## src/rtl/sram_key_reader.sv

```systemverilog
// Reads logistic-map samples back from a 16-bit SRAM, folds each 32-bit sample
// into a key byte and hands key bytes out through a 4-entry valid/ready FIFO.
module sram_key_reader #(
    parameter int          NUM_SAMPLES = 25600,
    parameter logic [17:0] BASE_ADDR   = 18'd1,
    parameter int          RD_WAIT     = 2
) (
    input  logic        clk,
    input  logic        reset,
    input  logic        start,
    input  logic [15:0] databus_in,
    output logic [17:0] addressbus,
    output logic        ce,
    output logic        oe,
    output logic        we,
    output logic        lsb,
    output logic        msb,
    output logic [7:0]  key_byte,
    output logic        key_valid,
    input  logic        key_ready,
    output logic        busy,
    output logic        done,
    output logic [31:0] sample_out,
    output logic [2:0]  dbg_state
);
    localparam int CNT_W  = $clog2(NUM_SAMPLES + 1);
    localparam int WAIT_W = $clog2(RD_WAIT) + 1;

    typedef enum logic [2:0] {
        S_IDLE  = 3'd0,
        S_RD_LO = 3'd1,
        S_RD_HI = 3'd2,
        S_PUSH  = 3'd3,
        S_DONE  = 3'd4
    } state_t;

    state_t             state;
    logic [15:0]        lo;
    logic [WAIT_W-1:0]  wait_cnt;
    logic [CNT_W-1:0]   sample_cnt;
    logic [7:0]         fifo_mem [4];
    logic [1:0]         wr_ptr;
    logic [1:0]         rd_ptr;
    logic [2:0]         fifo_count;
    logic               fifo_full;
    logic               fifo_push;
    logic               fifo_pop;
    logic [7:0]         new_key;

    assign we        = 1'b1;
    assign lsb       = 1'b0;
    assign msb       = 1'b0;
    assign dbg_state = state;

    // Handshake: a key transfers on every rising edge where key_valid and
    // key_ready are both high; key_byte holds steady until that transfer.
    assign key_valid = (fifo_count != 3'd0);
    assign key_byte  = fifo_mem[rd_ptr];
    assign fifo_full = (fifo_count == 3'd4);
    assign fifo_pop  = key_valid & key_ready;
    assign fifo_push = (state == S_PUSH) && !fifo_full;
    assign new_key   = sample_out[22:15] ^ sample_out[7:0];

    always_ff @(posedge clk or posedge reset) begin
        if (reset) begin
            state      <= S_IDLE;
            addressbus <= 18'd0;
            ce         <= 1'b1;
            oe         <= 1'b1;
            busy       <= 1'b0;
            done       <= 1'b0;
            sample_out <= 32'd0;
            lo         <= 16'd0;
            wait_cnt   <= '0;
            sample_cnt <= '0;
        end else begin
            case (state)
                S_IDLE, S_DONE: begin
                    if (start) begin
                        state      <= S_RD_LO;
                        addressbus <= BASE_ADDR;
                        sample_cnt <= '0;
                        wait_cnt   <= '0;
                        ce         <= 1'b0;
                        oe         <= 1'b0;
                        busy       <= 1'b1;
                        done       <= 1'b0;
                    end
                end
                S_RD_LO: begin
                    if (wait_cnt == WAIT_W'(RD_WAIT - 1)) begin
                        lo         <= databus_in;
                        addressbus <= addressbus + 18'd1;
                        wait_cnt   <= '0;
                        state      <= S_RD_HI;
                    end else begin
                        wait_cnt <= wait_cnt + WAIT_W'(1);
                    end
                end
                S_RD_HI: begin
                    if (wait_cnt == WAIT_W'(RD_WAIT - 1)) begin
                        sample_out <= {databus_in, lo};
                        addressbus <= addressbus + 18'd1;
                        wait_cnt   <= '0;
                        ce         <= 1'b1;
                        oe         <= 1'b1;
                        state      <= S_PUSH;
                    end else begin
                        wait_cnt <= wait_cnt + WAIT_W'(1);
                    end
                end
                S_PUSH: begin
                    // Full comes from the registered count, so a pop this cycle
                    // only lets the push through on the following edge.
                    if (!fifo_full) begin
                        sample_cnt <= sample_cnt + CNT_W'(1);
                        if (sample_cnt == CNT_W'(NUM_SAMPLES - 1)) begin
                            state <= S_DONE;
                            busy  <= 1'b0;
                            done  <= 1'b1;
                        end else begin
                            ce    <= 1'b0;
                            oe    <= 1'b0;
                            state <= S_RD_LO;
                        end
                    end
                end
                default: state <= S_IDLE;
            endcase
        end
    end

    always_ff @(posedge clk or posedge reset) begin
        if (reset) begin
            for (int i = 0; i < 4; i++) fifo_mem[i] <= 8'd0;
            wr_ptr     <= 2'd0;
            rd_ptr     <= 2'd0;
            fifo_count <= 3'd0;
        end else begin
            if (fifo_push) begin
                fifo_mem[wr_ptr] <= new_key;
                wr_ptr           <= wr_ptr + 2'd1;
            end
            if (fifo_pop) rd_ptr <= rd_ptr + 2'd1;
            case ({fifo_push, fifo_pop})
                2'b10:   fifo_count <= fifo_count + 3'd1;
                2'b01:   fifo_count <= fifo_count - 3'd1;
                default: fifo_count <= fifo_count;
            endcase
        end
    end
endmodule

```

## config.mk

```make
export PLATFORM = sky130hd
export DESIGN_NAME = sram_key_reader
export DESIGN_NICKNAME = d
export VERILOG_FILES = /design/src/rtl/sram_key_reader.sv
export SDC_FILE = /design/constraint.sdc
export NUM_CORES = 1
export LEC_CHECK = 0
export ABC_AREA = 1
export BUFFER_PORTS_ARGS = -buffer_cell sky130_fd_sc_hd__buf_2
export CAP_MARGIN = 20
export CORE_MARGIN = 8
export CORE_UTILIZATION = 45
export CTS_BUF_LIST = sky130_fd_sc_hd__clkbuf_8
export DETAILED_ROUTE_END_ITERATION = 12
export PLACE_DENSITY_LB_ADDON = 0.1
export REMOVE_ABC_BUFFERS = 1
export SETUP_SLACK_MARGIN = 0.15
export SLEW_MARGIN = 15
export SYNTH_ARGS = -nofsm -noshare
export SYNTH_HDL_FRONTEND = slang
export SYNTH_SLANG_ARGS = --single-unit
```

## constraint.sdc

```tcl
create_clock -name clk -period 9.2 [get_ports clk]
set_input_delay 1.84 -clock clk [delete_from_list [all_inputs] [get_ports clk]]
set_output_delay 1.84 -clock clk [all_outputs]
set_load 0.01 [all_outputs]
```

Word-level counts from Yosys, hierarchy flattened --
Index checks and enable logic that the tools add are counted.
Word-level totals: bits in registers 128, output and inout bits 69, logic and storage cells 99, bits of input ports 20
Cells by class: magnitude comparators 3, reductions and logical operators 19, eq/ne operators 16, bitwise gates (word level) 4, add/subtract/negate cells 7, mux-type cells 34
Operator list (number):
- $mux W18 | 2
- $pmux W18 S2 | 1
- $bwmux W32 | 1
- $mux W15 | 2
- $pmux W15 S2 | 1
- $mux W8 | 3
- $add A18 B1 Y18 const B | 1
- $bmux W8 S2 | 1
- $demux W8 S2 | 1
- $add A15 B1 Y15 const B | 1
- $eq A15 B15 Y1 const B | 1
- $mux W3 | 5
- $pmux W3 S4 | 1
- $ne A2 B2 Y1 const B | 5
- $mux W1 | 9
- $reduce_and A4 Y1 | 2
- $xor A8 B8 Y8 | 1
- $add A2 B1 Y2 const B | 3
- $eq A3 B2 Y1 const B | 2
- $eq A3 B3 Y1 const B | 2
- $ge A3 B3 Y1 const B | 2
- $not A2 Y3 | 2
- $pmux W3 S2 | 1
- $reduce_and A2 Y1 | 3
- 20 further kinds | 30

Logic depth before layout (Yosys ltp) --
depth in word-level cells 6, depth in mapped cells 10, gate-level depth less buffers 10

Least setup slack after synthesis --
Ideal clock, no wire load.
kind register -> output, start register rd_ptr[0], end output key_byte[5], slack 6.146 ns, data arrival time 1.214 ns, path buffers 2, required time 7.360 ns, cell stages (with the launch flop) 6, cells stage by stage dfrtp_1 > clkbuf_1 > inv_1 > clkbuf_1 > o21ai_0 > o22ai_1
On the way: cells in the longest elaborated chain, start to end 4
Ends and longest elaborated chain:
- start: declaration | RTL line 43 | logic [1:0] rd_ptr;
- start signal: assignment | RTL line 144 | if (fifo_pop) rd_ptr <= rd_ptr + 2'd1;
- $not A2 Y3 (implied by the code) | RTL line 58 | assign key_byte = fifo_mem[rd_ptr];
- $bmux W8 S2 | RTL line 58
- $mux W8 (implied by the code) (2 in a row) | RTL line 58
- end: declaration | RTL line 18 | output logic [7:0] key_byte,
No other way between the ends. The select of a mux whose other input is x is not followed.

Worst setup path in the final report --
start register rd_ptr[0], end output key_byte[7]
The elaborated chain is that of the path after synthesis.

==> results.cfg <==
[worst_setup_path]
required_ns = 7.36
cp-end-kind = primary output
worstPathArrival_ns = 2.06
r2r-start = dbg_state[1]
cp_max_fo = 18
crit_start = rd_ptr[0]
critPathLaunchType = flip-flop
crit_type = reg -> out

[floorplan]
initial_core_util = 0.461
fp.dieH_microns = 132
ioPinCount = 89
core_sq_mm = 0.0132
die_area_sq_mm = 0.0175
rows = 42
die_x_microns = 132

[hold_path]
worstHoldStart = busy
holdCritPathClass = reg -> reg

[clocking]
clockBufferDepth = 2
post_cts_buffers = 0
cts_made_buffers = 17
hold_buffers = 0
cts_resized = 0
clockRootBuffer = clkbuf_8
cts_tree = done
cts.clk_slew.worst_paths_ns = 0.08
clock-sinks = 128
ctsHtreeMaxLevel = 4
clkLatencyLatePin_ns = 0.45

[drt]
routedWlPerCell_microns = 14.6
dr.pass1.iters = 4
wirelength_microns = 13400
routed_via_density = 5.04
dr.first_iter.drc_count = 329
via_count = 4658
drc = 0
ant_nets = 0

[run_status]
status = complete, no violations

[synthesis]
async_reset_ff_frac = 1.00
synth_top_flop_cell = dfrtp_1
synthesis.instances = 650
synth.distinct_cells = 34
yosys_warnings = 0
synth_top_cell_by_area = dfrtp_1
synth_common_cells = dfrtp_1 (127), nand2_1 (114), nor2_1 (66)
synth.most_common_cell = dfrtp_1
synth.avg_cell_area_sq_um = 9.35
yosys-top-cells-area = dfrtp_1 (52%), mux2_2 (8.9%), nand2_1 (7.0%), o21ai_0 (4.9%), nor2_1 (4.1%)
synth-seq-area-share = 0.527
syn_area_sq_mm = 0.00608
synth_top_area_frac = 0.523
synth_edf_count = 0
ys_ff_latch = 128

[sta]
final_hold_viol_count = 0
fmax_mhz = 256
min_period_ns = 3.90
fin_ws_ns = 5.30
fin_hold_ws_ns = 0.475
min_period_over_period = 0.424
drv_slew = 0
max-slew-margin-rel = 0.292
clock_skew_ns = 0.0116
rsz0062_at_grt = no
setup_viol = 0
tightestPinTransition_ns = 1.06
fin_setup_tns_ns = 0

[global_route]
top_usage_layer = met2
grtUsageMet2 = 0.261
met1_usage = 0.193
grt_start_max_net_pins = 71
antenna_found_initial = 0
track_usage = 0.161
grt_pass1_wl_microns = 22900
grt_pass1_vias = 4787
gr-usage-met3 = 0.0636
gr-total-overflow = 0

[cells_and_area]
num_antenna_cells = 0
nets = 763
drive_gt1_frac = 0.251
fill_cells = 1252
area_growth_pct = 15.7
fin_util = 0.533
final_area_sq_mm = 0.00703
layoutNonFillerInstCount = 924

[power_and_ir_drop]
ir_drop_v = 0.000187
power.leakage_nw = 3.56
power_mw = 2.33
p_per_area_mw_per_mm2 = 332

[placement]
dp_cells = 892
post-dp-hpwl_microns = 9280
dp_slack_ns = 5.73
routabilityCongestion = 0.814
placed_cell_area_sq_mm = 0.00662
numPortBuffers = 85

[flow_run]
max_cap_violations = 0
==> layout by cell type (no fill, tap or decap), drive strengths merged <==
master / netlist / layout
nand3: 46 / 46
a21oi: 24 / 24
nor3: 8 / 8
or2: 1 / 1
fa: 1 / 1
o21ai: 69 / 69
and3: 1 / 1
xor2: 12 / 12
bufinv: 0 / 3
clkinvlp: 0 / 1
a31oi: 1 / 1
o22ai: 8 / 8
dfstp: 1 / 1
clkbuf: 9 / 18
clkinv: 1 / 8
conb: 2 / 3
dfrtp: 127 / 127
nor2: 73 / 73
mux2: 48 / 48
buf: 14 / 88
ha: 7 / 7
nand2: 118 / 118
inv: 65 / 68
xnor2: 1 / 1
nand4: 13 / 13
==> worst max-delay path, stage by stage, from the launching register on <==
cell and delay, ns:
dfrtp_1 0.68, inv_1 0.40, o21ai_0 0.28, o22ai_1 0.11
buf_2 0.15
==> cells by family after synthesis <==
kind of cell             count (synthesis)  share of synthesized area
flip-flops                             128                      0.527
AND/OR/NAND/NOR                        260                      0.197
multiplexers                            48                     0.0890
AO/OA/AOI/OAI                          102                     0.0859
buffers and inverters                   89                     0.0630
adder cells (fa/ha/maj)                  8                     0.0177
XOR/XNOR                                13                     0.0187
other                                    2                    0.00124
==> layout make-up <==
| class | instances | area [sq um] | area share |
|---|---|---|---|
| Multi-Input combinational cell | 434 | 2490 | 0.355 |
| Inverter | 66 | 251 | 0.0358 |
| Tap cell | 176 | 220 | 0.0313 |
| Clock inverter | 14 | 165 | 0.0235 |
| Timing Repair Buffer | 88 | 448 | 0.0637 |
| Clock buffer | 18 | 248 | 0.0352 |
| Sequential cell | 128 | 3200 | 0.456 |
==> layer usage <==
layer | up-vias | routed length, microns | part of all wire
li1 | 2302 | - | -
met1 | 2239 | 6100 | 0.45
met2 | 105 | 6410 | 0.48
met3 | 12 | 792 | 0.059
met4 | 0 | 138 | 0.010
met5 | - | 0 | 0
==> path summary, 6_finish.rpt <==
path	end	slack [ns]	cells after the start
worst max-delay path	key_byte[7]	5.30	4
worst min-delay path	busy	0.48	2
worst max register to register	addressbus[14]	6.94	8
worst min register to register	busy	0.48	2
max in group asynchronous	addressbus[1]	6.31	3
min in group asynchronous	sample_out[29]	1.51	2
==> power by group <==
| part | total (mW) | internal (mW) | leakage (nW) | switching (mW) |
|---|---|---|---|---|
| logic | 0.902 | 0.352 | 1.72 | 0.550 |
| clock network | 0.506 | 0.275 | 0.214 | 0.231 |
| registers | 0.923 | 0.776 | 1.62 | 0.147 |
==> registers in the layout (all words and copies together) (netlist names) <==
register	flops
sample_cnt	15
oe	1
addressbus	18
rd_ptr	2
wait_cnt	2
fifo_mem	32
done	1
wr_ptr	2
sample_out	32
lo	16
busy	1
dbg_state	3
fifo_count	3
No activity file was read; power rests on OpenSTA's default activity.
